**src/rtl/axi_rd_channel_mo_if.sv**
```systemverilog
// AXI read-address / read-data bundle used by the bridge read channel.
// master: drives AR fields, arvalid and rready; samples arready and R fields.
// slave : the opposite side (AXI interconnect or testbench slave model).
interface axi_rd_channel_mo_if;
  logic [3:0]  arid;
  logic [31:0] araddr;
  logic [7:0]  arlen;
  logic [2:0]  arsize;
  logic [1:0]  arburst;
  logic [1:0]  arlock;
  logic [3:0]  arcache;
  logic [2:0]  arprot;
  logic        arvalid;
  logic        arready;
  logic [3:0]  rid;
  logic [31:0] rdata;
  logic [1:0]  rresp;
  logic        rlast;
  logic        rvalid;
  logic        rready;

  modport master (
    output arid, araddr, arlen, arsize, arburst, arlock, arcache, arprot, arvalid, rready,
    input  arready, rid, rdata, rresp, rlast, rvalid
  );

  modport slave (
    input  arid, araddr, arlen, arsize, arburst, arlock, arcache, arprot, arvalid, rready,
    output arready, rid, rdata, rresp, rlast, rvalid
  );
endinterface

```
**src/rtl/axi_rd_channel_mo.sv**
```systemverilog
// Multi-outstanding read channel of the SRAM-to-AXI bridge.
// Arbitrates instruction and data SRAM-like reads onto one AXI AR channel
// (data reads have fixed priority) and steers R beats back by AXI ID.
// Ports:
//   clk, reset          : single clock, synchronous active-high reset
//   inst_sram_*         : instruction fetch port (req/size/addr in, addr_ok/data_ok/rdata out)
//   data_sram_*         : data port; writes (data_sram_wr=1) are ignored here
//   axi                 : AXI AR + R channel bundle (master side)
//   rd_outstanding      : any read accepted but not yet returned
module axi_rd_channel_mo #(
  parameter int unsigned OUTSTANDING = 4,
  parameter logic [3:0]  ID_INST     = 4'd0,
  parameter logic [3:0]  ID_DATA     = 4'd1
) (
  input  logic        clk,
  input  logic        reset,
  input  logic        inst_sram_req,
  input  logic [1:0]  inst_sram_size,
  input  logic [31:0] inst_sram_addr,
  output logic        inst_sram_addr_ok,
  output logic        inst_sram_data_ok,
  output logic [31:0] inst_sram_rdata,
  input  logic        data_sram_req,
  input  logic        data_sram_wr,
  input  logic [1:0]  data_sram_size,
  input  logic [31:0] data_sram_addr,
  output logic        data_sram_addr_ok,
  output logic        data_sram_data_ok,
  output logic [31:0] data_sram_rdata,
  axi_rd_channel_mo_if.master axi,
  output logic        rd_outstanding
);

  localparam int unsigned   CW      = $clog2(OUTSTANDING + 1);
  localparam logic [CW-1:0] CNT_MAX = CW'(OUTSTANDING);

  logic          arvalid_q, arvalid_d;
  logic [3:0]    arid_q, arid_d;
  logic [31:0]   araddr_q, araddr_d;
  logic [2:0]    arsize_q, arsize_d;
  logic [CW-1:0] cnt_inst_q, cnt_inst_d;
  logic [CW-1:0] cnt_data_q, cnt_data_d;
  logic          rready_q, rready_d;
  logic          inst_data_ok_q, inst_data_ok_d;
  logic          data_data_ok_q, data_data_ok_d;
  logic [31:0]   inst_rdata_q, inst_rdata_d;
  logic [31:0]   data_rdata_q, data_rdata_d;

  logic slot_free, inst_elig, data_elig, inst_acc, data_acc;
  logic r_hs, r_inst, r_data;
  logic unused_r;

  // rresp is ignored and every beat is treated as the last one.
  assign unused_r = ^{axi.rresp, axi.rlast};

  always_comb begin
    slot_free = ~arvalid_q | axi.arready;
    data_elig = data_sram_req & ~data_sram_wr & (cnt_data_q < CNT_MAX);
    inst_elig = inst_sram_req & (cnt_inst_q < CNT_MAX);
    data_acc  = slot_free & data_elig;
    inst_acc  = slot_free & inst_elig & ~data_elig;

    // rready_q (a flop) gates the handshake, so rvalid never reaches addr_ok.
    r_hs   = axi.rvalid & rready_q;
    r_inst = r_hs & (axi.rid == ID_INST);
    r_data = r_hs & (axi.rid == ID_DATA);

    arvalid_d = arvalid_q;
    arid_d    = arid_q;
    araddr_d  = araddr_q;
    arsize_d  = arsize_q;
    if (data_acc) begin
      arvalid_d = 1'b1;
      arid_d    = ID_DATA;
      araddr_d  = data_sram_addr;
      arsize_d  = {1'b0, data_sram_size};
    end else if (inst_acc) begin
      arvalid_d = 1'b1;
      arid_d    = ID_INST;
      araddr_d  = inst_sram_addr;
      arsize_d  = {1'b0, inst_sram_size};
    end else if (slot_free) begin
      arvalid_d = 1'b0;
    end

    // Accept and return for the same ID in one cycle cancel out.
    cnt_inst_d = cnt_inst_q;
    case ({inst_acc, r_inst})
      2'b10:   cnt_inst_d = cnt_inst_q + CW'(1);
      2'b01:   cnt_inst_d = cnt_inst_q - CW'(1);
      default: cnt_inst_d = cnt_inst_q;
    endcase
    cnt_data_d = cnt_data_q;
    case ({data_acc, r_data})
      2'b10:   cnt_data_d = cnt_data_q + CW'(1);
      2'b01:   cnt_data_d = cnt_data_q - CW'(1);
      default: cnt_data_d = cnt_data_q;
    endcase

    rready_d       = 1'b1;
    inst_data_ok_d = r_inst;
    data_data_ok_d = r_data;
    inst_rdata_d   = r_inst ? axi.rdata : inst_rdata_q;
    data_rdata_d   = r_data ? axi.rdata : data_rdata_q;
  end

  always_ff @(posedge clk) begin
    if (reset) begin
      arvalid_q      <= 1'b0;
      arid_q         <= '0;
      araddr_q       <= '0;
      arsize_q       <= '0;
      cnt_inst_q     <= '0;
      cnt_data_q     <= '0;
      rready_q       <= 1'b0;
      inst_data_ok_q <= 1'b0;
      data_data_ok_q <= 1'b0;
      inst_rdata_q   <= '0;
      data_rdata_q   <= '0;
    end else begin
      arvalid_q      <= arvalid_d;
      arid_q         <= arid_d;
      araddr_q       <= araddr_d;
      arsize_q       <= arsize_d;
      cnt_inst_q     <= cnt_inst_d;
      cnt_data_q     <= cnt_data_d;
      rready_q       <= rready_d;
      inst_data_ok_q <= inst_data_ok_d;
      data_data_ok_q <= data_data_ok_d;
      inst_rdata_q   <= inst_rdata_d;
      data_rdata_q   <= data_rdata_d;
    end
  end

  assign inst_sram_addr_ok = inst_acc;
  assign data_sram_addr_ok = data_acc;
  assign inst_sram_data_ok = inst_data_ok_q;
  assign data_sram_data_ok = data_data_ok_q;
  assign inst_sram_rdata   = inst_rdata_q;
  assign data_sram_rdata   = data_rdata_q;

  assign axi.arid    = arid_q;
  assign axi.araddr  = araddr_q;
  assign axi.arlen   = '0;
  assign axi.arsize  = arsize_q;
  assign axi.arburst = 2'b01;
  assign axi.arlock  = '0;
  assign axi.arcache = '0;
  assign axi.arprot  = '0;
  assign axi.arvalid = arvalid_q;
  assign axi.rready  = rready_q;

  assign rd_outstanding = (cnt_inst_q != '0) | (cnt_data_q != '0) | arvalid_q;

endmodule

```
**src/flat_wrapper.sv**
```systemverilog
// flat-port wrapper written by rule: the top's interface ports become plain ports
module axi_rd_channel_mo_flat 
#(
  parameter int unsigned OUTSTANDING = 4,
  parameter logic [3:0]  ID_INST     = 4'd0,
  parameter logic [3:0]  ID_DATA     = 4'd1
)
  (clk, reset, inst_sram_req, inst_sram_size, inst_sram_addr, inst_sram_addr_ok, inst_sram_data_ok, inst_sram_rdata, data_sram_req, data_sram_wr, data_sram_size, data_sram_addr, data_sram_addr_ok, data_sram_data_ok, data_sram_rdata, rd_outstanding, axi_arid, axi_araddr, axi_arlen, axi_arsize, axi_arburst, axi_arlock, axi_arcache, axi_arprot, axi_arvalid, axi_rready, axi_arready, axi_rid, axi_rdata, axi_rresp, axi_rlast, axi_rvalid);
  axi_rd_channel_mo_if axi_i ();
  input  logic clk;
  input  logic reset;
  input  logic inst_sram_req;
  input  logic [1:0] inst_sram_size;
  input  logic [31:0] inst_sram_addr;
  output logic inst_sram_addr_ok;
  output logic inst_sram_data_ok;
  output logic [31:0] inst_sram_rdata;
  input  logic data_sram_req;
  input  logic data_sram_wr;
  input  logic [1:0] data_sram_size;
  input  logic [31:0] data_sram_addr;
  output logic data_sram_addr_ok;
  output logic data_sram_data_ok;
  output logic [31:0] data_sram_rdata;
  output logic rd_outstanding;
  output wire logic [$bits(axi_i.arid)-1:0] axi_arid;
  output wire logic [$bits(axi_i.araddr)-1:0] axi_araddr;
  output wire logic [$bits(axi_i.arlen)-1:0] axi_arlen;
  output wire logic [$bits(axi_i.arsize)-1:0] axi_arsize;
  output wire logic [$bits(axi_i.arburst)-1:0] axi_arburst;
  output wire logic [$bits(axi_i.arlock)-1:0] axi_arlock;
  output wire logic [$bits(axi_i.arcache)-1:0] axi_arcache;
  output wire logic [$bits(axi_i.arprot)-1:0] axi_arprot;
  output wire logic [$bits(axi_i.arvalid)-1:0] axi_arvalid;
  output wire logic [$bits(axi_i.rready)-1:0] axi_rready;
  input wire logic [$bits(axi_i.arready)-1:0] axi_arready;
  input wire logic [$bits(axi_i.rid)-1:0] axi_rid;
  input wire logic [$bits(axi_i.rdata)-1:0] axi_rdata;
  input wire logic [$bits(axi_i.rresp)-1:0] axi_rresp;
  input wire logic [$bits(axi_i.rlast)-1:0] axi_rlast;
  input wire logic [$bits(axi_i.rvalid)-1:0] axi_rvalid;
  assign axi_arid = axi_i.arid;
  assign axi_araddr = axi_i.araddr;
  assign axi_arlen = axi_i.arlen;
  assign axi_arsize = axi_i.arsize;
  assign axi_arburst = axi_i.arburst;
  assign axi_arlock = axi_i.arlock;
  assign axi_arcache = axi_i.arcache;
  assign axi_arprot = axi_i.arprot;
  assign axi_arvalid = axi_i.arvalid;
  assign axi_rready = axi_i.rready;
  assign axi_i.arready = axi_arready;
  assign axi_i.rid = axi_rid;
  assign axi_i.rdata = axi_rdata;
  assign axi_i.rresp = axi_rresp;
  assign axi_i.rlast = axi_rlast;
  assign axi_i.rvalid = axi_rvalid;
  axi_rd_channel_mo #(.OUTSTANDING(OUTSTANDING), .ID_INST(ID_INST), .ID_DATA(ID_DATA)) u_core (.clk(clk), .reset(reset), .inst_sram_req(inst_sram_req), .inst_sram_size(inst_sram_size), .inst_sram_addr(inst_sram_addr), .inst_sram_addr_ok(inst_sram_addr_ok), .inst_sram_data_ok(inst_sram_data_ok), .inst_sram_rdata(inst_sram_rdata), .data_sram_req(data_sram_req), .data_sram_wr(data_sram_wr), .data_sram_size(data_sram_size), .data_sram_addr(data_sram_addr), .data_sram_addr_ok(data_sram_addr_ok), .data_sram_data_ok(data_sram_data_ok), .data_sram_rdata(data_sram_rdata), .axi(axi_i), .rd_outstanding(rd_outstanding));
endmodule
```
**config.mk**
```make
export PLATFORM = sky130hd
export DESIGN_NAME = axi_rd_channel_mo_flat
export DESIGN_NICKNAME = d
export VERILOG_FILES = /design/src/rtl/axi_rd_channel_mo_if.sv /design/src/rtl/axi_rd_channel_mo.sv /design/src/flat_wrapper.sv
export SDC_FILE = /design/constraint.sdc
export NUM_CORES = 1
export LEC_CHECK = 0
export ABC_CLOCK_PERIOD_IN_PS = 3700
export CAP_MARGIN = 20
export CELL_PAD_IN_SITES_DETAIL_PLACEMENT = 2
export CELL_PAD_IN_SITES_GLOBAL_PLACEMENT = 2
export CORE_MARGIN = 10
export CORE_UTILIZATION = 22
export DETAILED_ROUTE_END_ITERATION = 8
export GPL_ROUTABILITY_DRIVEN = 0
export PLACE_DENSITY_LB_ADDON = 0.1
export SLEW_MARGIN = 15
export SYNTH_ARGS = -nofsm -noshare
export SYNTH_HDL_FRONTEND = slang
export SYNTH_SLANG_ARGS = --single-unit
```
**constraint.sdc**
```tcl
create_clock -name clk -period 3.7 [get_ports clk]
set_input_delay 0.74 -clock clk [delete_from_list [all_inputs] [get_ports clk]]
set_output_delay 0.74 -clock clk [all_outputs]
set_load 0.1 [all_outputs]
```
==> results of run 1 <==
==> worst max-delay path: cells and delay by family <==
family	cells	cell delay [ns]
xor gates and xnor gates	1	0.16
adders and majority gates	2	0.56
buffers and inverters	2	0.48
AOI/OAI and AO/OA	1	0.15
and+or+nand+nor	3	1.12
==> power by group through the flow <==
stage | sequential (mW) | combinational [mW] | clock, mW
after floorplan | 1.55 | 0.323 | 0
after detailed placement | 1.27 | 0.859 | 0
after global routing | 1.25 | 0.894 | 1.13
final | 1.24 | 0.854 | 1.02
after CTS | 1.24 | 0.862 | 1.08
after global placement | 1.27 | 0.850 | 0
==> area by class of cell <==
class	instances	area (sq um)	share of cell area (%)
clock buffer	9	225	2.99
clock inverter	7	83.8	1.11
sequential	109	2180	29.0
multi-input combinational	359	2370	31.4
inverter	7	26.3	0.349
tap	280	350	4.65
timing repair buffer	228	2290	30.5
==> metal layers <==
layer  part of all wire (%)  track usage, %  vias to the layer above
li1                       -               -                     2164
met1                     41            15.8                     2227
met2                     50            23.8                      128
met3                    8.1            5.60                       11
met4                   0.91            3.04                        0
met5                      0               0                        -
==> cell families after synthesis <==
kind of cell    count (synthesis)  share of synthesized area [%]
compound gates                 76                           13.9
flops                         109                           44.7
xor+xnor                        4                          0.717
buf+inv                        80                           8.83
fa+ha+maj                       4                           1.33
simple gates                  187                           17.1
other cells                     2                          0.154
mux                            65                           13.3
==> worst min path at each step <==
stage | from | endpoint | slack [ns] | depth (start not counted)
floorplan | u_core.cnt_data_q[2]$_SDFFE_PP0P_ | u_core.cnt_data_q[2]$_SDFFE_PP0P_ | 0.47 | 2
global placement | u_core.data_sram_rdata[1]$_SDFFE_PP0N_ | u_core.data_sram_rdata[1]$_SDFFE_PP0N_ | 0.44 | 2
detailed placement | u_core.data_sram_rdata[4]$_SDFFE_PP0N_ | u_core.data_sram_rdata[4]$_SDFFE_PP0N_ | 0.45 | 2
CTS | u_core.data_sram_rdata[17]$_SDFFE_PP0N_ | u_core.data_sram_rdata[17]$_SDFFE_PP0N_ | 0.47 | 2
global route | u_core.data_sram_rdata[4]$_SDFFE_PP0N_ | u_core.data_sram_rdata[4]$_SDFFE_PP0N_ | 0.49 | 2
finish | u_core.data_sram_rdata[17]$_SDFFE_PP0N_ | u_core.data_sram_rdata[17]$_SDFFE_PP0N_ | 0.46 | 2
==> per-stage QoR <==
step | power [mW] | std cells | hold WS [ns] | setup slack, ns | instance area (sq um)
finish | 3.12 | 999 | 0.459 | 0.773 | 7530
global route | 3.27 | 999 | 0.488 | 0.639 | 7530
CTS | 3.19 | 999 | 0.465 | 0.764 | 7530
detailed placement | 2.13 | 983 | 0.450 | 0.421 | 7220
global placement | 2.12 | 983 | 0.443 | 0.456 | 7220
floorplan | 1.87 | 548 | 0.467 | 0.803 | 4960
==> cells in the final DEF (no fill, tap or decap), types with 2 or more instances in the layout <==
cell type        instances
clkbuf_16                9
xor2_1                   3
dfxtp_1                109
a311oi_2                27
o21ai_0                 37
a311oi_1                 7
nand2b_1                 2
a21oi_1                  4
nor4_1                   2
buf_4                   10
conb_1                  23
nor3_1                  35
fa_1                     2
clkinv_4                 3
clkdlybuf4s50_1        213
nand3_1                 35
or3_1                    2
mux2i_1                 65
nand2_1                 97
buf_12                   4
ha_1                     2
inv_1                    5
nor2_1                   6
inv_8                    2
inv_2                    2
==> registers in the layout (all words and copies together) (netlist names) <==
name	count
u_core.axi.rready	1
u_core.axi.araddr	32
u_core.data_sram_rdata	32
u_core.inst_sram_data_ok	1
u_core.axi.arsize	2
u_core.axi.arid	1
u_core.cnt_data_q	3
u_core.axi.arvalid	1
u_core.inst_sram_rdata	32
u_core.data_sram_data_ok	1
u_core.cnt_inst_q	3
==> impl_results.md, run 1 <==
* Normalized max-slew margin at 28.9%
* Ys flop type: dfxtp_1
* Critical Path RT at 3.98 ns
* Syn Inst Count at 527
* Most frequent cell after synthesis: dfxtp_1
* Register share of total power at 39.8%
* Initial antenna violation count at 0
* Worst Hold Class: register to register
* Post-synth EDFFs at 0
* Synth Warn # at 0
* Final period util at 79.1%
* Sw Share at 35.8%
* Layout cell share with drive strength beyond 1 at 9.04%
* CP peak stage delay at 0.51 ns
* Core area at 21800 sq um
* # port buffers at 216
* Asr flop ratio synth at 0%
* Diodes inserted at 0
* MaxCap Viol Count at 0
* Post-synthesis sequential area ratio at 44.7%
* Filler instances at 2372
* Highest Clock Rate at 342 MHz
* DR vias/cell at 4.53
* Die Width at 169 microns
* CP Launch Point: axi_rid[1]
* Library cells used by synthesis at 32
* Synthesized area per cell at 9.27 sq um
* DRT Pass-1 Iters at 4
* Crit-path cells: clkdlybuf4s50_1 > nor4b_1 > and3_2 > ha_1 > inv_1 > fa_1 > xor2_1 > or3_1 > a21oi_1
* Clock Sinks at 109
* Worst setup SP type: input port
* Die area at 28600 sq um
* Ranking of synthesized cells by area: dfxtp_1, mux2i_1, a311oi_2, nand2_1, o21ai_0
* Final WL at 20500 microns
* Clock skew at 0.00659 ns
* Synth area leader: dfxtp_1
* Comb pwr share at 27.4%
* Int Pwr at 2.00 mW
* Final slew viol count at 0
* Power share of the clock group at 32.8%
* Final setup fails at 0
* Lkg Pwr at 2.83 nW
* H-tree depth at 3
* Post-layout minimum cycle time at 2.93 ns
* CTS Hold Buffers Added at 0
* First-pass GRT wire length at 31300 microns
* Std cell rows at 54
* Worst-skew pair later-pin latency at 0.36 ns
* Post-DP HPWL at 15000 microns
* CTS tree: yes
* Critical path arrival at 3.21 ns
* Worst-Margin Slew at 1.06 ns
* Resize count post-CTS at 0
* Vias in the first global route at 5100
* Initial core utilization at 22.4%
* Synth top area share at 44.7%
* Post-route ant nets at 0
* GR Util All Layers at 13.8%
* Critical Path Fanout Max at 2
* Layout Nets at 832
* Post-CTS setup buffer count at 0
* Synthesized area at 4890 sq um
* Finished Core Util at 34.5%
* Largest net degree at the start of global routing at 99
* Synth cell count leaders: dfxtp_1, nand2_1, mux2i_1
* TritonCTS Buffers at 9
* Setup CP Type: input port to register
* Iter 0 DRT Violations at 161
* CTS Buffer Depth at 2
* Critical path's slowest cell: nor4b_1
* DRC viols at 0
* R2R setup slack at 1.42 ns
* Psw at 1.12 mW
* WL per Instance at 20.5 microns
* Worst VDD drop at 0.196 mV
* Area growth, synth to finish at 54.1%
* Worst r2r path cells at 8
* Clock-pin slew on the worst setup and hold paths at 0.08 ns
* Synthesis-stage register bit count at 109
* Setup TNS at 0 ns
* CP endpoint kind: register
* Via count at 4530
* RR Endpoint: u_core.cnt_data_q[2]$_SDFFE_PP0P_
* Critical Path End: u_core.cnt_data_q[2]$_SDFFE_PP0P_
* Io pins at 243
* Power Density at 415 nW/um^2
* RR Startpoint: u_core.cnt_data_q[2]$_SDFFE_PP0P_
* Fin. Hold Viols at 0
* Total gr overflow at 0
* Unrepaired setup endpoints after global routing: false
* Root Buffer: clkbuf_16
* Status: complete, no violations
* Chip height at 169 microns
No activity file was read; power rests on OpenSTA's default activity.
==> run 2, diff against run 1 <==
--- a/config.mk
+++ b/config.mk
@@ -5,7 +5,7 @@
 export SDC_FILE = /design/constraint.sdc
 export NUM_CORES = 1
 export LEC_CHECK = 0
-export ABC_CLOCK_PERIOD_IN_PS = 3700
+export ABC_CLOCK_PERIOD_IN_PS = 3100
 export CAP_MARGIN = 20
 export CELL_PAD_IN_SITES_DETAIL_PLACEMENT = 2
 export CELL_PAD_IN_SITES_GLOBAL_PLACEMENT = 2
==> constraint.sdc (replaced) <==
create_clock -name clk -period 3.1 [get_ports clk]
set_input_delay 0.62 -clock clk [delete_from_list [all_inputs] [get_ports clk]]
set_output_delay 0.62 -clock clk [all_outputs]
set_load 0.1 [all_outputs]
==> run 2 against run 1 <==
Largest cell class unchanged. Largest power group unchanged. Clock power rose by 14%. Global-route usage is 0.34 points higher. Combinational power rose by 18%.
==> impl_results.md, run 2 (same netlist as run 1, synthesis figures left out) <==
* R2R setup slack at 0.89 ns
* Comb pwr share at 27.6%
* Layout Nets at 835
* Post-CTS setup buffer count at 0
* Std cell rows at 54
* Final setup fails at 0
* Final WL at 20900 microns
* Normalized max-slew margin at 53.0%
* Count of non-filler cells in the finished layout at 1002
* Post-layout minimum cycle time at 2.89 ns
* Psw at 1.36 mW
* Worst setup SP type: input port
* Post-DP HPWL at 15400 microns
* Worst-skew pair later-pin latency at 0.36 ns
* DR vias/cell at 4.51
* H-tree depth at 3
* Power Density at 503 nW/um^2
* CTS Buffer Depth at 2
* WHS Path Cells at 2
* Fin. Hold Viols at 0
* Hold Startpoint: u_core.data_sram_rdata[6]$_SDFFE_PP0N_
* RR Startpoint: u_core.cnt_data_q[2]$_SDFFE_PP0P_
* Highest Clock Rate at 346 MHz
* Int Pwr at 2.30 mW
* Worst Hold End: u_core.data_sram_rdata[6]$_SDFFE_PP0N_
* CTS tree: yes
* Final slew viol count at 0
* Clock Sinks at 109
* First-pass GRT wire length at 31900 microns
* CP endpoint kind: register
* Largest net degree at the start of global routing at 64
* Root Buffer: clkbuf_16
* TritonCTS Buffers at 9
* Resize count post-CTS at 0
* Clock-pin slew on the worst setup and hold paths at 0.08 ns
* WL per Instance at 20.9 microns
* Chip height at 169 microns
* Placed Cells incl. Taps at 986
* Worst VDD drop at 0.220 mV
* Power share of the clock group at 31.8%
* Area growth, synth to finish at 48.7%
* Unrepaired setup endpoints after global routing: false
* Initial core utilization at 22.4%
* Final period util at 93.4%
* Worst Hold Class: register to register
* Worst-Margin Slew at 0.706 ns
* Commonest non-fill, non-tap cell in the layout: buf_4
* Post-route ant nets at 0
* Sw Share at 37.2%
* # port buffers at 216
* Core area at 21800 sq um
* Initial antenna violation count at 0
* Most frequent cells in the layout: buf_4, clkdlybuf4s50_1, dfxtp_1
* Register share of total power at 40.6%
* DRC viols at 0
* Vias in the first global route at 5175
* Critical Path RT at 3.38 ns
* GR Util All Layers at 14.2%
* Die Width at 169 microns
* Lkg Pwr at 3.02 nW
* MaxCap Viol Count at 0
* Diodes inserted at 0
* Setup CP Type: input port to register
* Worst r2r path cells at 8
* Die area at 28600 sq um
* Layout cell share with drive strength beyond 1 at 23.7%
* Iter 0 DRT Violations at 126
* Clock skew at 0.0105 ns
* Total gr overflow at 0
* Critical path arrival at 3.17 ns
* Via count at 4524
* CTS Hold Buffers Added at 0
* Status: complete, no violations
* RR Endpoint: u_core.cnt_inst_q[2]$_SDFFE_PP0P_
* DRT Pass-1 Iters at 4
* Io pins at 243
* Critical Path Fanout Max at 2
* Hold WS at 0.461 ns
-- run 2: cell count changes in the layout (fill, tap and decap cells not counted), moves of 2 or more --
cell,delta
buf_4,+107
clkdlybuf4s50_1,-104
clkinv_4,-2
clkinvlp_4,+2
-- run 2: worst max-delay path, cell delays in order --
cell and delay (ns):
clkdlybuf4s50_1 0.42, nor4b_1 0.52, buf_4 0.19, and3_2 0.19
ha_1 0.18, inv_1 0.07, fa_1 0.37, xor2_1 0.16
or3_1 0.31, a21oi_1 0.14
-- run 2: how the worst max path moves through the flow --
stage | from | end | slack (ns)
6_report | axi_rid[1] | u_core.cnt_data_q[2]$_SDFFE_PP0P_ | 0.21
5_1_grt | axi_rid[1] | u_core.cnt_data_q[2]$_SDFFE_PP0P_ | 0.03
4_1_cts | axi_rid[1] | u_core.cnt_data_q[2]$_SDFFE_PP0P_ | 0.22
3_5_place_dp | axi_rid[1] | u_core.cnt_data_q[2]$_SDFFE_PP0P_ | -0.14
3_3_place_gp | axi_rid[1] | u_core.cnt_data_q[2]$_SDFFE_PP0P_ | -0.13
2_1_floorplan | u_core.axi.rready$_DFF_P_ | u_core.cnt_data_q[2]$_SDFFE_PP0P_ | 0.20
-- run 2: per-layer routing --
metal	routed length (microns)	share of wire, %	global-route usage [%]	vias up
met5	0	0	0	-
met4	260	1.2	3.90	0
met3	1290	6.2	4.38	12
met2	10300	49	24.2	125
met1	9050	43	16.9	2222
li1	-	-	-	2165
-- run 2: through the flow --
step / setup TNS [ns] / util, % / setup WS (ns) / power (mW) / instance area (sq um)
3_5_place_dp: -0.138 / 32.0 / -0.138 / 2.53 / 6980
6_report: 0 / 33.3 / 0.206 / 3.66 / 7260
4_1_cts: 0 / 33.3 / 0.222 / 3.72 / 7260
2_1_floorplan: 0 / - / 0.203 / 2.23 / 4960
3_3_place_gp: -0.128 / 32.0 / -0.128 / 2.51 / 6980
5_1_grt: 0 / 33.3 / 0.0291 / 3.81 / 7260
-- run 2: area by class of cell --
cell class                      instances  area (sq um)
Sequential cell                       109          2180
Clock buffer                           10           229
Timing Repair Buffer                  231          2050
Clock inverter                          6          55.1
Inverter                                7          26.3
Multi-Input combinational cell        359          2370
Tap cell                              280           350
Fill cell                            2425         14600
-- run 2: power groups by stage --
stage | Sequential (mW) | Combinational (mW) | Clock [mW]
after CTS | 1.48 | 1.02 | 1.22
after global routing | 1.49 | 1.06 | 1.27
final | 1.48 | 1.01 | 1.16
after floorplan | 1.85 | 0.385 | 0
after global placement | 1.51 | 1.00 | 0
after detailed placement | 1.52 | 1.02 | 0
